`src/rtl/mem_pkg.sv`:
```
// Shared definitions for the queued MEM stage: load op encodings, the
// per-entry control record and the pointer/count width helpers.
package mem_pkg;

   localparam logic [3:0] MEMOP_B  = 4'd0;
   localparam logic [3:0] MEMOP_H  = 4'd1;
   localparam logic [3:0] MEMOP_W  = 4'd2;
   localparam logic [3:0] MEMOP_D  = 4'd3;
   localparam logic [3:0] MEMOP_BU = 4'd8;
   localparam logic [3:0] MEMOP_HU = 4'd9;
   localparam logic [3:0] MEMOP_WU = 4'd10;

   // Width-independent control fields of one queue entry. The raw load data,
   // alu_result (whose low bits are addr_lo) and payload depend on module
   // parameters, so they live in parallel arrays indexed the same way.
   typedef struct packed {
      logic       valid;
      logic       wait_req;
      logic       got;
      logic [3:0] op;
      logic       res_from_mem;
      logic       rf_we;
      logic [4:0] waddr;
      logic       ex;
   } entry_t;

   function automatic int ptr_w(input int depth);
      return (depth > 1) ? $clog2(depth) : 1;
   endfunction

   function automatic int cnt_w(input int depth);
      return $clog2(depth + 1);
   endfunction

endpackage

```
`src/rtl/load_align.sv`:
```
// Load lane selection and sign/zero extension. Purely combinational.
module load_align #(
   parameter int DATA_W = 32,
   parameter int AW     = $clog2(DATA_W / 8)
) (
   input  logic [3:0]        op,
   input  logic [AW-1:0]     addr_lo,
   input  logic [DATA_W-1:0] data,
   output logic [DATA_W-1:0] result
);
   import mem_pkg::*;

   logic [AW-1:0] h_off;
   logic [AW-1:0] w_off;
   logic [7:0]    b_lane;
   logic [15:0]   h_lane;
   logic [31:0]   w_lane;

   function automatic logic [DATA_W-1:0] ext8(input logic [7:0] v, input logic sgn);
      logic [DATA_W-1:0] r;
      r      = {DATA_W{sgn & v[7]}};
      r[7:0] = v;
      return r;
   endfunction

   function automatic logic [DATA_W-1:0] ext16(input logic [15:0] v, input logic sgn);
      logic [DATA_W-1:0] r;
      r       = {DATA_W{sgn & v[15]}};
      r[15:0] = v;
      return r;
   endfunction

   function automatic logic [DATA_W-1:0] ext32(input logic [31:0] v, input logic sgn);
      logic [DATA_W-1:0] r;
      r       = {DATA_W{sgn & v[31]}};
      r[31:0] = v;
      return r;
   endfunction

   // Pick the addressed lane, then extend according to the op
   always_comb begin
      h_off  = addr_lo & ~AW'(1);
      w_off  = addr_lo & ~AW'(3);
      b_lane = data[{addr_lo, 3'b000} +: 8];
      h_lane = data[{h_off, 3'b000} +: 16];
      w_lane = data[{w_off, 3'b000} +: 32];
      result = '0;
      case (op)
         MEMOP_B:  result = ext8(b_lane, 1'b1);
         MEMOP_BU: result = ext8(b_lane, 1'b0);
         MEMOP_H:  result = ext16(h_lane, 1'b1);
         MEMOP_HU: result = ext16(h_lane, 1'b0);
         MEMOP_W:  result = ext32(w_lane, 1'b1);
         MEMOP_WU: result = (DATA_W == 64) ? ext32(w_lane, 1'b0) : '0;
         MEMOP_D:  result = (DATA_W == 64) ? data : '0;
         default:  result = '0;
      endcase
   end

endmodule

```
`src/rtl/mem_stage_oq.sv`:
```
// MEM stage with an in-order queue of outstanding memory instructions.
// Responses are attributed oldest-first; flushed requests are retired by a
// cancel counter that swallows their late data_ok strobes.
module mem_stage_oq #(
   parameter int DEPTH     = 2,
   parameter int DATA_W    = 32,
   parameter int PAYLOAD_W = 128,
   parameter int AW        = $clog2(DATA_W / 8)
) (
   input  logic                            clk,
   input  logic                            resetn,
   input  logic                            flush,
   input  logic                            in_valid,
   output logic                            in_ready,
   input  logic                            in_wait_data,
   input  logic [3:0]                      in_mem_op,
   input  logic                            in_res_from_mem,
   input  logic                            in_rf_we,
   input  logic [4:0]                      in_rf_waddr,
   input  logic [DATA_W-1:0]               in_alu_result,
   input  logic                            in_ex,
   input  logic [PAYLOAD_W-1:0]            in_payload,
   input  logic                            data_sram_data_ok,
   input  logic [DATA_W-1:0]               data_sram_rdata,
   output logic                            out_valid,
   input  logic                            out_ready,
   output logic                            out_rf_we,
   output logic [4:0]                      out_rf_waddr,
   output logic [DATA_W-1:0]               out_rf_wdata,
   output logic [PAYLOAD_W-1:0]            out_payload,
   output logic [DEPTH-1:0]                fwd_we,
   output logic [DEPTH-1:0]                fwd_pending,
   output logic [DEPTH*5-1:0]              fwd_waddr,
   output logic [DEPTH*DATA_W-1:0]         fwd_wdata,
   output logic                            mem_ex,
   output logic [$clog2(2*DEPTH+1)-1:0]    cancel_cnt,
   output logic                            proto_err
);
   import mem_pkg::*;

   localparam int PW = ptr_w(DEPTH);
   localparam int CW = cnt_w(DEPTH);
   localparam int KW = $clog2(2 * DEPTH + 1);

   entry_t              q      [DEPTH];
   logic [DATA_W-1:0]   q_data [DEPTH];
   logic [DATA_W-1:0]   q_alu  [DEPTH];
   logic [PAYLOAD_W-1:0] q_pay [DEPTH];

   logic [PW-1:0] rd_ptr;
   logic [PW-1:0] wr_ptr;
   logic [CW-1:0] count;

   logic          tgt_found;
   logic [PW-1:0] tgt_idx;
   logic [PW-1:0] scan_idx;
   logic          dok_cancel;
   logic          dok_capture;
   logic          dok_err;

   logic [DEPTH-1:0]  avail;
   logic [DATA_W-1:0] raw     [DEPTH];
   logic [DATA_W-1:0] aligned [DEPTH];
   logic [DATA_W-1:0] wdata   [DEPTH];

   logic          push;
   logic          pop;
   int            n_wait;
   logic [KW-1:0] cancel_nxt;

   function automatic logic [KW-1:0] sat_cancel(input int v);
      if (v < 0)
         return '0;
      if (v > 2 * DEPTH)
         return KW'(2 * DEPTH);
      return KW'(v);
   endfunction

   // Oldest valid entry still waiting for its response, scanning from the head
   always_comb begin
      tgt_found = 1'b0;
      tgt_idx   = '0;
      scan_idx  = '0;
      for (int k = 0; k < DEPTH; k++) begin
         scan_idx = rd_ptr + PW'(k);
         if (!tgt_found && q[scan_idx].valid && q[scan_idx].wait_req && !q[scan_idx].got) begin
            tgt_found = 1'b1;
            tgt_idx   = scan_idx;
         end
      end
   end

   assign dok_cancel  = data_sram_data_ok && (cancel_cnt != '0);
   assign dok_capture = data_sram_data_ok && (cancel_cnt == '0) && tgt_found;
   assign dok_err     = data_sram_data_ok && (cancel_cnt == '0) && !tgt_found;

   // Per-entry data availability, with same-cycle bypass of the arriving response
   always_comb begin
      for (int i = 0; i < DEPTH; i++) begin
         avail[i] = !q[i].wait_req || q[i].got || (dok_capture && (tgt_idx == PW'(i)));
         raw[i]   = (dok_capture && (tgt_idx == PW'(i))) ? data_sram_rdata : q_data[i];
      end
   end

   for (genvar g = 0; g < DEPTH; g++) begin : g_align
      load_align #(
         .DATA_W (DATA_W),
         .AW     (AW)
      ) u_align (
         .op      (q[g].op),
         .addr_lo (q_alu[g][AW-1:0]),
         .data    (raw[g]),
         .result  (aligned[g])
      );
   end

   // Per-entry writeback value and forwarding view
   always_comb begin
      mem_ex = 1'b0;
      for (int i = 0; i < DEPTH; i++) begin
         wdata[i]                     = q[i].res_from_mem ? aligned[i] : q_alu[i];
         fwd_we[i]                    = q[i].valid && q[i].rf_we;
         fwd_pending[i]               = q[i].valid && q[i].res_from_mem && !avail[i];
         fwd_waddr[i*5 +: 5]          = q[i].waddr;
         fwd_wdata[i*DATA_W +: DATA_W] = wdata[i];
         mem_ex                       = mem_ex | (q[i].valid & q[i].ex);
      end
   end

   assign out_valid    = q[rd_ptr].valid && avail[rd_ptr];
   assign out_rf_we    = q[rd_ptr].rf_we;
   assign out_rf_waddr = q[rd_ptr].waddr;
   assign out_rf_wdata = wdata[rd_ptr];
   assign out_payload  = q_pay[rd_ptr];

   assign in_ready = (count < CW'(DEPTH)) || (out_valid && out_ready);
   assign push     = in_valid && in_ready && !flush;
   assign pop      = out_valid && out_ready;

   // Cancel counter update: drain one per swallowed response, add orphaned waiters on flush
   always_comb begin
      n_wait = 0;
      for (int i = 0; i < DEPTH; i++) begin
         if (q[i].valid && q[i].wait_req && !q[i].got)
            n_wait = n_wait + 1;
      end
      cancel_nxt = sat_cancel(int'(cancel_cnt) - int'(dok_cancel)
                              + (flush ? (n_wait - int'(dok_capture)) : 0));
   end

   // Queue control state: valid/got flags, pointers, count, cancel and error
   always_ff @(posedge clk) begin
      if (!resetn) begin
         for (int i = 0; i < DEPTH; i++)
            q[i].valid <= 1'b0;
         rd_ptr     <= '0;
         wr_ptr     <= '0;
         count      <= '0;
         cancel_cnt <= '0;
         proto_err  <= 1'b0;
      end else begin
         cancel_cnt <= cancel_nxt;
         if (dok_err)
            proto_err <= 1'b1;
         if (flush) begin
            for (int i = 0; i < DEPTH; i++)
               q[i].valid <= 1'b0;
            rd_ptr <= '0;
            wr_ptr <= '0;
            count  <= '0;
         end else begin
            if (dok_capture)
               q[tgt_idx].got <= 1'b1;
            if (pop) begin
               q[rd_ptr].valid <= 1'b0;
               rd_ptr          <= rd_ptr + PW'(1);
            end
            if (push) begin
               q[wr_ptr].valid        <= 1'b1;
               q[wr_ptr].wait_req     <= in_wait_data;
               q[wr_ptr].got          <= 1'b0;
               q[wr_ptr].op           <= in_mem_op;
               q[wr_ptr].res_from_mem <= in_res_from_mem;
               q[wr_ptr].rf_we        <= in_rf_we;
               q[wr_ptr].waddr        <= in_rf_waddr;
               q[wr_ptr].ex           <= in_ex;
               wr_ptr                 <= wr_ptr + PW'(1);
            end
            count <= count + CW'(push) - CW'(pop);
         end
      end
   end

   // Entry data fields: captured response, alu result and payload
   always_ff @(posedge clk) begin
      if (dok_capture)
         q_data[tgt_idx] <= data_sram_rdata;
      if (push) begin
         q_alu[wr_ptr] <= in_alu_result;
         q_pay[wr_ptr] <= in_payload;
      end
   end

endmodule

```
`config.mk`:
```
export PLATFORM = sky130hd
export DESIGN_NAME = mem_stage_oq
export DESIGN_NICKNAME = d
export VERILOG_FILES = /design/src/rtl/mem_pkg.sv /design/src/rtl/load_align.sv /design/src/rtl/mem_stage_oq.sv
export SDC_FILE = /design/constraint.sdc
export NUM_CORES = 1
export LEC_CHECK = 0
export BUFFER_PORTS_ARGS = -buffer_cell sky130_fd_sc_hd__buf_2
export CORE_ASPECT_RATIO = 0.6
export CORE_MARGIN = 2
export CORE_UTILIZATION = 50
export CTS_BUF_LIST = sky130_fd_sc_hd__clkbuf_4 sky130_fd_sc_hd__clkbuf_8
export CTS_CLUSTER_SIZE = 30
export DETAILED_ROUTE_END_ITERATION = 12
export GPL_TIMING_DRIVEN = 0
export PLACE_DENSITY = 0.79
export SYNTH_ARGS = -nofsm -noshare
export SYNTH_HDL_FRONTEND = slang
export SYNTH_SLANG_ARGS = --single-unit
```
`constraint.sdc`:
```
create_clock -name clk -period 16.56 [get_ports clk]
set_input_delay 2.484 -clock clk [delete_from_list [all_inputs] [get_ports clk]]
set_output_delay 2.484 -clock clk [all_outputs]
set_load 0.03 [all_outputs]
```
## Yosys cells after proc, flatten, opt, wreduce, memory -nomap -nowiden

Memory sizes are Yosys's and may differ from the RTL's. A register that Yosys moved wholly into a read port is not among the register bits.
Index checks and enable logic that the tools add are counted.

- Bits in registers: 8
- Latch bits: 0
- Memory bits (writable): 414
- ROM bits: 0
- Logic and storage cells: 145
- Memories: 4

- $add $sub $neg: 8
- $mul: 0
- Div/mod/pow operators: 0
- Magnitude comparators: 5
- Equal/unequal tests: 8
- Shift operators: 4
- Multiplexer cells: 55
- Bitwise logic cells: 8
- Reduce and logical (&&, ||, !) cells: 48

Memories:

| name | words | bits a word | read ports | clocked after memory_dff | wr ports | line | source |
|---|---|---|---|---|---|---|---|
| q_pay | 2 | 128 | 1 | 1 | 1 | mem_stage_oq.sv:48 | `logic [PAYLOAD_W-1:0] q_pay [DEPTH];` |
| q_alu | 2 | 32 | 2 | 0 | 1 | mem_stage_oq.sv:47 | `logic [DATA_W-1:0] q_alu [DEPTH];` |
| q_data | 2 | 32 | 2 | 0 | 1 | mem_stage_oq.sv:46 | `logic [DATA_W-1:0] q_data [DEPTH];` |
| q | 2 | 15 | 4 | 1 | 3 | mem_stage_oq.sv:45 | `entry_t q [DEPTH];` |

Operator list:

| cell | number |
|---|---|
| $pmux 32 s5 | 2 |
| $mux 32 | 9 |
| $shiftx 32x6->16 | 2 |
| $shiftx 32x6->8 | 2 |
| $mux 1 | 36 |
| $add 32x2->32 const B | 1 |
| $add 4x32->32 | 1 |
| $gt 32x4->1 const B | 1 |
| $lt 32x1->1 const B | 1 |
| $sub 32x2->32 | 1 |
| $mux 15 | 2 |
| $reduce_or 15->1 | 2 |
| $logic_and 1x1->1 | 25 |
| $eq 4x4->1 const B | 4 |
| $mux 3 | 5 |
| $logic_not 1->1 | 11 |
| $eq 4x1->1 const B | 2 |
| $eq 4x2->1 const B | 2 |
| $logic_not 4->1 | 2 |
| $logic_or 1x1->1 | 5 |
| $sub 3x1->4 | 1 |
| $logic_not 3->1 | 1 |
| $or 1x1->1 | 3 |
| $reduce_bool 3->1 | 1 |
| 11 further kinds | 14 |

## Logic depth before layout (Yosys ltp)

- Depth in word-level cells: 22
- Depth in mapped cells: 22

## Cells and area by module

Synthesis repeated with hierarchy kept, for this count alone.

- Cell total of the unflattened synthesis: 1104
- Area total of the unflattened synthesis: 18674.2 sq um

By module, submodules not included:

| module | instances | cells an instance | area an instance (sq um) |
|---|---|---|---|
| mem_stage_oq | 1 | 904 | 17302.8 |
| load_align | 2 | 100 | 685.7 |

## Worst setup path before layout

No wires, ideal clock.

- Path kind: input to register
- Start point: in data_sram_data_ok
- End point: mem q[0][0] (netlist name) (enable)
- Library setup time: 0.374 ns
- Data arrival time: 16.756 ns
- Setup slack: -0.570 ns
- Stages: 7
- Path through: or4b_4 > nor4_4 > nor2_2 > clkinv_4 > o2111ai_1 > a211oi_1 > and2_1

RTL lines:

| item | line | source |
|---|---|---|
| start, declared | mem_stage_oq.sv:23 | `input logic data_sram_data_ok,` |
| end, declared | mem_stage_oq.sv:45 |  |

## Worst setup path in the final report

- Start point: in data_sram_data_ok
- End point: out out_rf_wdata[1]

- Longest elaborated chain between the ends: 10
- Elaborated cells on any way between the ends: 17
- Those cells by class: shift (4); mux (9); reduce/logical (4)

Ends and longest elaborated chain:

| item | line | source |
|---|---|---|
| $logic_and 1x1->1 (*) (2 in a row) | mem_stage_oq.sv:94 | `assign dok_capture = data_sram_data_ok && (cancel_cnt == '0) && tgt_found;` |
| $logic_and 1x1->1 | mem_stage_oq.sv:101 | `raw[i] = (dok_capture && (tgt_idx == PW'(i))) ? data_sram_rdata : q_data[i];` |
| $mux 32 | mem_stage_oq.sv:101 |  |
| $shiftx 32x6->16 / $shiftx 32x6->8 (equally long branches) | load_align.sv:45, load_align.sv:44 |  |
| $pmux 32 s5 | load_align.sv:48 | `case (op)` |
| $mux 32 | mem_stage_oq.sv:121 | `wdata[i] = q[i].res_from_mem ? aligned[i] : q_alu[i];` |
| $mux 32 (implied by the code) (*) (3 in a row) | mem_stage_oq.sv:133 | `assign out_rf_wdata = wdata[rd_ptr];` |
| end, declared | mem_stage_oq.sv:29 | `output logic [DATA_W-1:0] out_rf_wdata,` |

Every way passes the cells marked *; elsewhere a longest branch is shown, timed or not. The select of a mux whose other input is x is not followed.

==> flow_summary_export.csv <==
group,metric,value,unit
status,status,"finished clean",
yosys,synth_enable_flop_cells,410,
yosys,synth_async_sr_flop_share,0,
final_layout,flow.area_growth_from_synthesis,24.17,%
cts,postCtsHoldBufs,0,
route,ant_nets,0,
route,remaining_drc_errors,0,
critical_path,r2r_cells,18,
final_layout,layout.area.seq,12570,µm²
yosys,synth_top_area_share,0.6636,
timing,worst_slew_pin_slew,1.197,ns
critical_path,critPathArrivalTime,6.09,ns
timing,report.final.hold_viol_count,0,
placement,preCtsSetupSlack,8.332,ns
grt,grt_antenna_before_repair,11,
timing,setup_viol,0,
placement,place.detailed.instances,2146,
route,drt-wirelength-per-cell,25.19,µm
floorplanning,initial_utilization,0.5095,
final_layout,multi_input_comb_area,5523,µm²
final_layout,design_area,23040,µm²
floorplanning,design.core.area,36420,µm²
route,drt-total-wl,57.08,mm
yosys,synthMostInstantiatedCell,"sky130_fd_sc_hd__edfxtp_1",
cts,clk_pin_slew_worst_paths,0.07,ns
yosys,syn-cell-area,18550,µm²
final_layout,nNetsFinal,1972,
critical_path,end_kind,"output pin",
power,power-per-cell-area,100.2,nW/µm²
cts,clock_insertion_delay_worst_skew,0.65,ns
timing,max_freq,0.1166,GHz
floorplanning,die_area,38720,µm²
critical_path,cp_max_fo,10,
grt,vias_in_the_first_global_route,13090,
yosys,synth.area.top_cells,"sky130_fd_sc_hd__edfxtp_1 (66%), sky130_fd_sc_hd__mux2_2 (9.2%), sky130_fd_sc_hd__mux2i_1 (3.0%), sky130_fd_sc_hd__fa_1 (1.8%), sky130_fd_sc_hd__nand2_1 (1.7%)",
yosys,post_synth_num_cell_types,76,
cts,htreeDepth,2,
grt,pin_count_of_the_biggest_net_entering_global_routing,71,
cts,tritoncts.num_buffers,61,
worst_hold_path,min_delay_path_depth,1,
critical_path,critical_path.cell_chain,"buf_2 -> or4b_4 -> nor4_4 -> nor2_2 -> buf_6 -> mux2i_1 -> mux2i_1 -> a2111oi_0 -> a31oi_1 -> buf_2",
yosys,synthesis_warnings,0,
critical_path,critical_path_class,"in -> out",
critical_path,timing.critical_path.required,14.08,ns
floorplanning,floorplan.rows,54,
critical_path,cpMaxStageDelayCell,"sky130_fd_sc_hd__a2111oi_0",
floorplanning,die_x,252.7,µm
floorplanning,num_io_pins,462,
yosys,synthesized_netlist_cell_count,1196,
run,maxCapViolCount,0,
placement,buffer_ports.inserted,461,
yosys,netlist_top_cells_count,"sky130_fd_sc_hd__edfxtp_1 (410), sky130_fd_sc_hd__mux2_2 (151), sky130_fd_sc_hd__nand2_1 (83)",
placement,gp_congestion,0.9377,
yosys,avgSynthCellArea,15.51,µm²
cts,tritoncts,"built",
final_layout,drive_above_1_share,0.4315,
worst_hold_path,hp-class,"reg -> reg",
cts,postCtsResizedCells,0,
timing,setup_total_negative_slack,0,ns
critical_path,startpoint_type,"primary input",
grt,first_pass_grt_wire_length,82.46,mm
timing,slew_headroom,0.1813,
grt,globalRouteOverflowTotal,0,
yosys,postSynthNetCount,1435,
power,vdd_drop_max,0.07931,mV
grt,grt_util_all_layers,0.2886,
cts,root_buffer,"sky130_fd_sc_hd__clkbuf_8",
timing,grt_setup_unrepaired,"false",
timing,worst_slack,7.982,ns
critical_path,critical_path_depth,10,
placement,placed_cell_area,21730,µm²
yosys,synth-seq-cells,423,
final_layout,finish.cell_count_without_fillers,2266,
timing,min_period,8.578,ns
cts,cts-root-to-sink-buffers,3,
yosys,yosysSeqAreaShare,0.6776,
timing,report.final.slew_viol_count,0,
timing,fraction_of_the_cycle_the_final_worst_path_needs,0.5180,
critical_path,critical-path-max-stage-delay,1.08,ns
route,drt_first_iter_violations,1520,
route,drt-pass1-iter-count,5,
power,cell_leakage_power,8.930,nW
timing,worst_clock_skew,0.02426,ns
route,vias,13220,
yosys,most_frequently_used_flop_master_after_synthesis,"sky130_fd_sc_hd__edfxtp_1",
critical_path,cp_top_family,"compound AO/OA/AOI/OAI gates",
critical_path,cp.buffers_inverters,3,
cts,cts.sinks,423,
floorplanning,die_y_extent,153.2,µm
placement,detailed_place_hpwl,42.51,mm
yosys,yosys.area.top_type,"sky130_fd_sc_hd__edfxtp_1",
route,detail_route.vias_per_cell,5.833,
final_layout,filler_cell_count,2655,
cts,cts_setup_buffers,0,
[cell type report]
class                      instances  area share
buffer                            65     0.01499
clock inverter                    32     0.01222
timing repair buffer             474      0.1113
inverter                          33    0.005594
multi-input combinational        675      0.2397
antenna                            8   0.0008690
tap                              476     0.02585
sequential                       423      0.5457
clock buffer                      80     0.04372
[metal layers]
| layer | vias to the layer above | global-route usage | routed length, µm |
|---|---|---|---|
| li1 | 5757 | - | - |
| met1 | 6452 | 0.3789 | 21850 |
| met2 | 853 | 0.4571 | 26590 |
| met3 | 149 | 0.08975 | 6567 |
| met4 | 6 | 0.1014 | 2037 |
| met5 | - | 0 | 33 |
[per-stage QoR]
step | total power [mW] | hold WS (ns) | utilization
3_5_place_dp | 1.444 | 0.4515 | 0.5967
5_1_grt | 2.377 | 0.4927 | 0.6324
4_1_cts | 2.320 | 0.4674 | 0.6321
2_1_floorplan | 1.356 | 0.4564 | -
3_3_place_gp | 1.439 | 0.4434 | 0.5893
6_report | 2.309 | 0.4608 | 0.6326
[worst reg2reg max path: stages, from the launching register on]
cell and delay (ns):
sky130_fd_sc_hd__dfxtp_1 0.45, sky130_fd_sc_hd__clkbuf_1 0.77, sky130_fd_sc_hd__clkbuf_1 0.80, sky130_fd_sc_hd__o21ai_0 0.19, sky130_fd_sc_hd__a21oi_1 0.27, sky130_fd_sc_hd__and2_1 0.16
sky130_fd_sc_hd__ha_1 0.14, sky130_fd_sc_hd__ha_1 0.12, sky130_fd_sc_hd__and2_1 0.42, sky130_fd_sc_hd__inv_1 0.45, sky130_fd_sc_hd__fa_1 0.58, sky130_fd_sc_hd__fa_1 0.39
sky130_fd_sc_hd__inv_1 0.08, sky130_fd_sc_hd__fa_1 0.39, sky130_fd_sc_hd__nand4b_1 0.18, sky130_fd_sc_hd__nor4b_1 0.28, sky130_fd_sc_hd__nand3_1 0.11, sky130_fd_sc_hd__a211o_1 0.29
sky130_fd_sc_hd__nor4b_1 0.38
[state kept, by name, indices dropped and copies added (netlist names), named ones only]
register    count
cancel_cnt      3
count           2
proto_err       1
q              30
q_alu          64
q_data         64
q_pay         256
rd_ptr          1
wr_ptr          1
[path summary, 6_finish.rpt]
kind	start	endpoint	slack, ns
worst min register to register	proto_err	proto_err	0.46
worst max register to register	flip-flop	cancel_cnt[0]	10.02
worst max-delay path	data_sram_data_ok	out_rf_wdata[1]	7.98
worst min-delay path	proto_err	proto_err	0.46
[layout by cell type (no fill, tap or decap), types with 6 or more instances in the layout]
cell type                   synthesis  final
sky130_fd_sc_hd__clkinv_1           0     19
sky130_fd_sc_hd__a221o_1            8      8
sky130_fd_sc_hd__clkbuf_1          39     39
sky130_fd_sc_hd__buf_4             13     13
sky130_fd_sc_hd__diode_2            0      8
sky130_fd_sc_hd__o21ai_0           30     30
sky130_fd_sc_hd__a32oi_1           13     13
sky130_fd_sc_hd__nor3_1             6      6
sky130_fd_sc_hd__mux2i_1           56     56
sky130_fd_sc_hd__o22ai_1           35     35
sky130_fd_sc_hd__a21oi_1           49     49
sky130_fd_sc_hd__edfxtp_1         410    410
sky130_fd_sc_hd__buf_8              0      8
sky130_fd_sc_hd__a2bb2oi_1          8      8
sky130_fd_sc_hd__a21boi_0           8      8
sky130_fd_sc_hd__buf_2              6    467
sky130_fd_sc_hd__ha_1              11     11
sky130_fd_sc_hd__nand2b_1          14     14
sky130_fd_sc_hd__nand3_1           10     10
sky130_fd_sc_hd__nand2_1           83     83
sky130_fd_sc_hd__mux2_2           151    151
sky130_fd_sc_hd__nor2b_1            9      9
sky130_fd_sc_hd__and2_1            11     10
sky130_fd_sc_hd__buf_6              6      6
sky130_fd_sc_hd__clkbuf_8           0     65
sky130_fd_sc_hd__clkbuf_4           0     15
sky130_fd_sc_hd__o2bb2ai_1         12     12
sky130_fd_sc_hd__a22oi_1           19     19
sky130_fd_sc_hd__dfxtp_1           13     13
sky130_fd_sc_hd__nor2_1            42     42
sky130_fd_sc_hd__inv_1             31     31
sky130_fd_sc_hd__fa_1              17     17
[cell families after synthesis]
logic type                 Yosys count  share of synthesized area
and+or+nand+nor                    209                    0.05651
DFF                                423                     0.6776
adders and majority gates           28                    0.02576
xor gates and xnor gates             4                   0.001889
AOI/OAI and AO/OA                  220                    0.08275
muxes                              214                     0.1299
buffers and inverters               98                    0.02556
[where the power goes]
| part | switching (mW) | total, mW | internal, mW |
|---|---|---|---|
| Combinational | 0.137 | 0.209 | 0.0717 |
| Sequential | 0.00948 | 1.22 | 1.21 |
| Clock | 0.409 | 0.885 | 0.476 |
| Total | 0.555 | 2.31 | 1.75 |
Note: power is estimated with default switching activity, not from simulation.
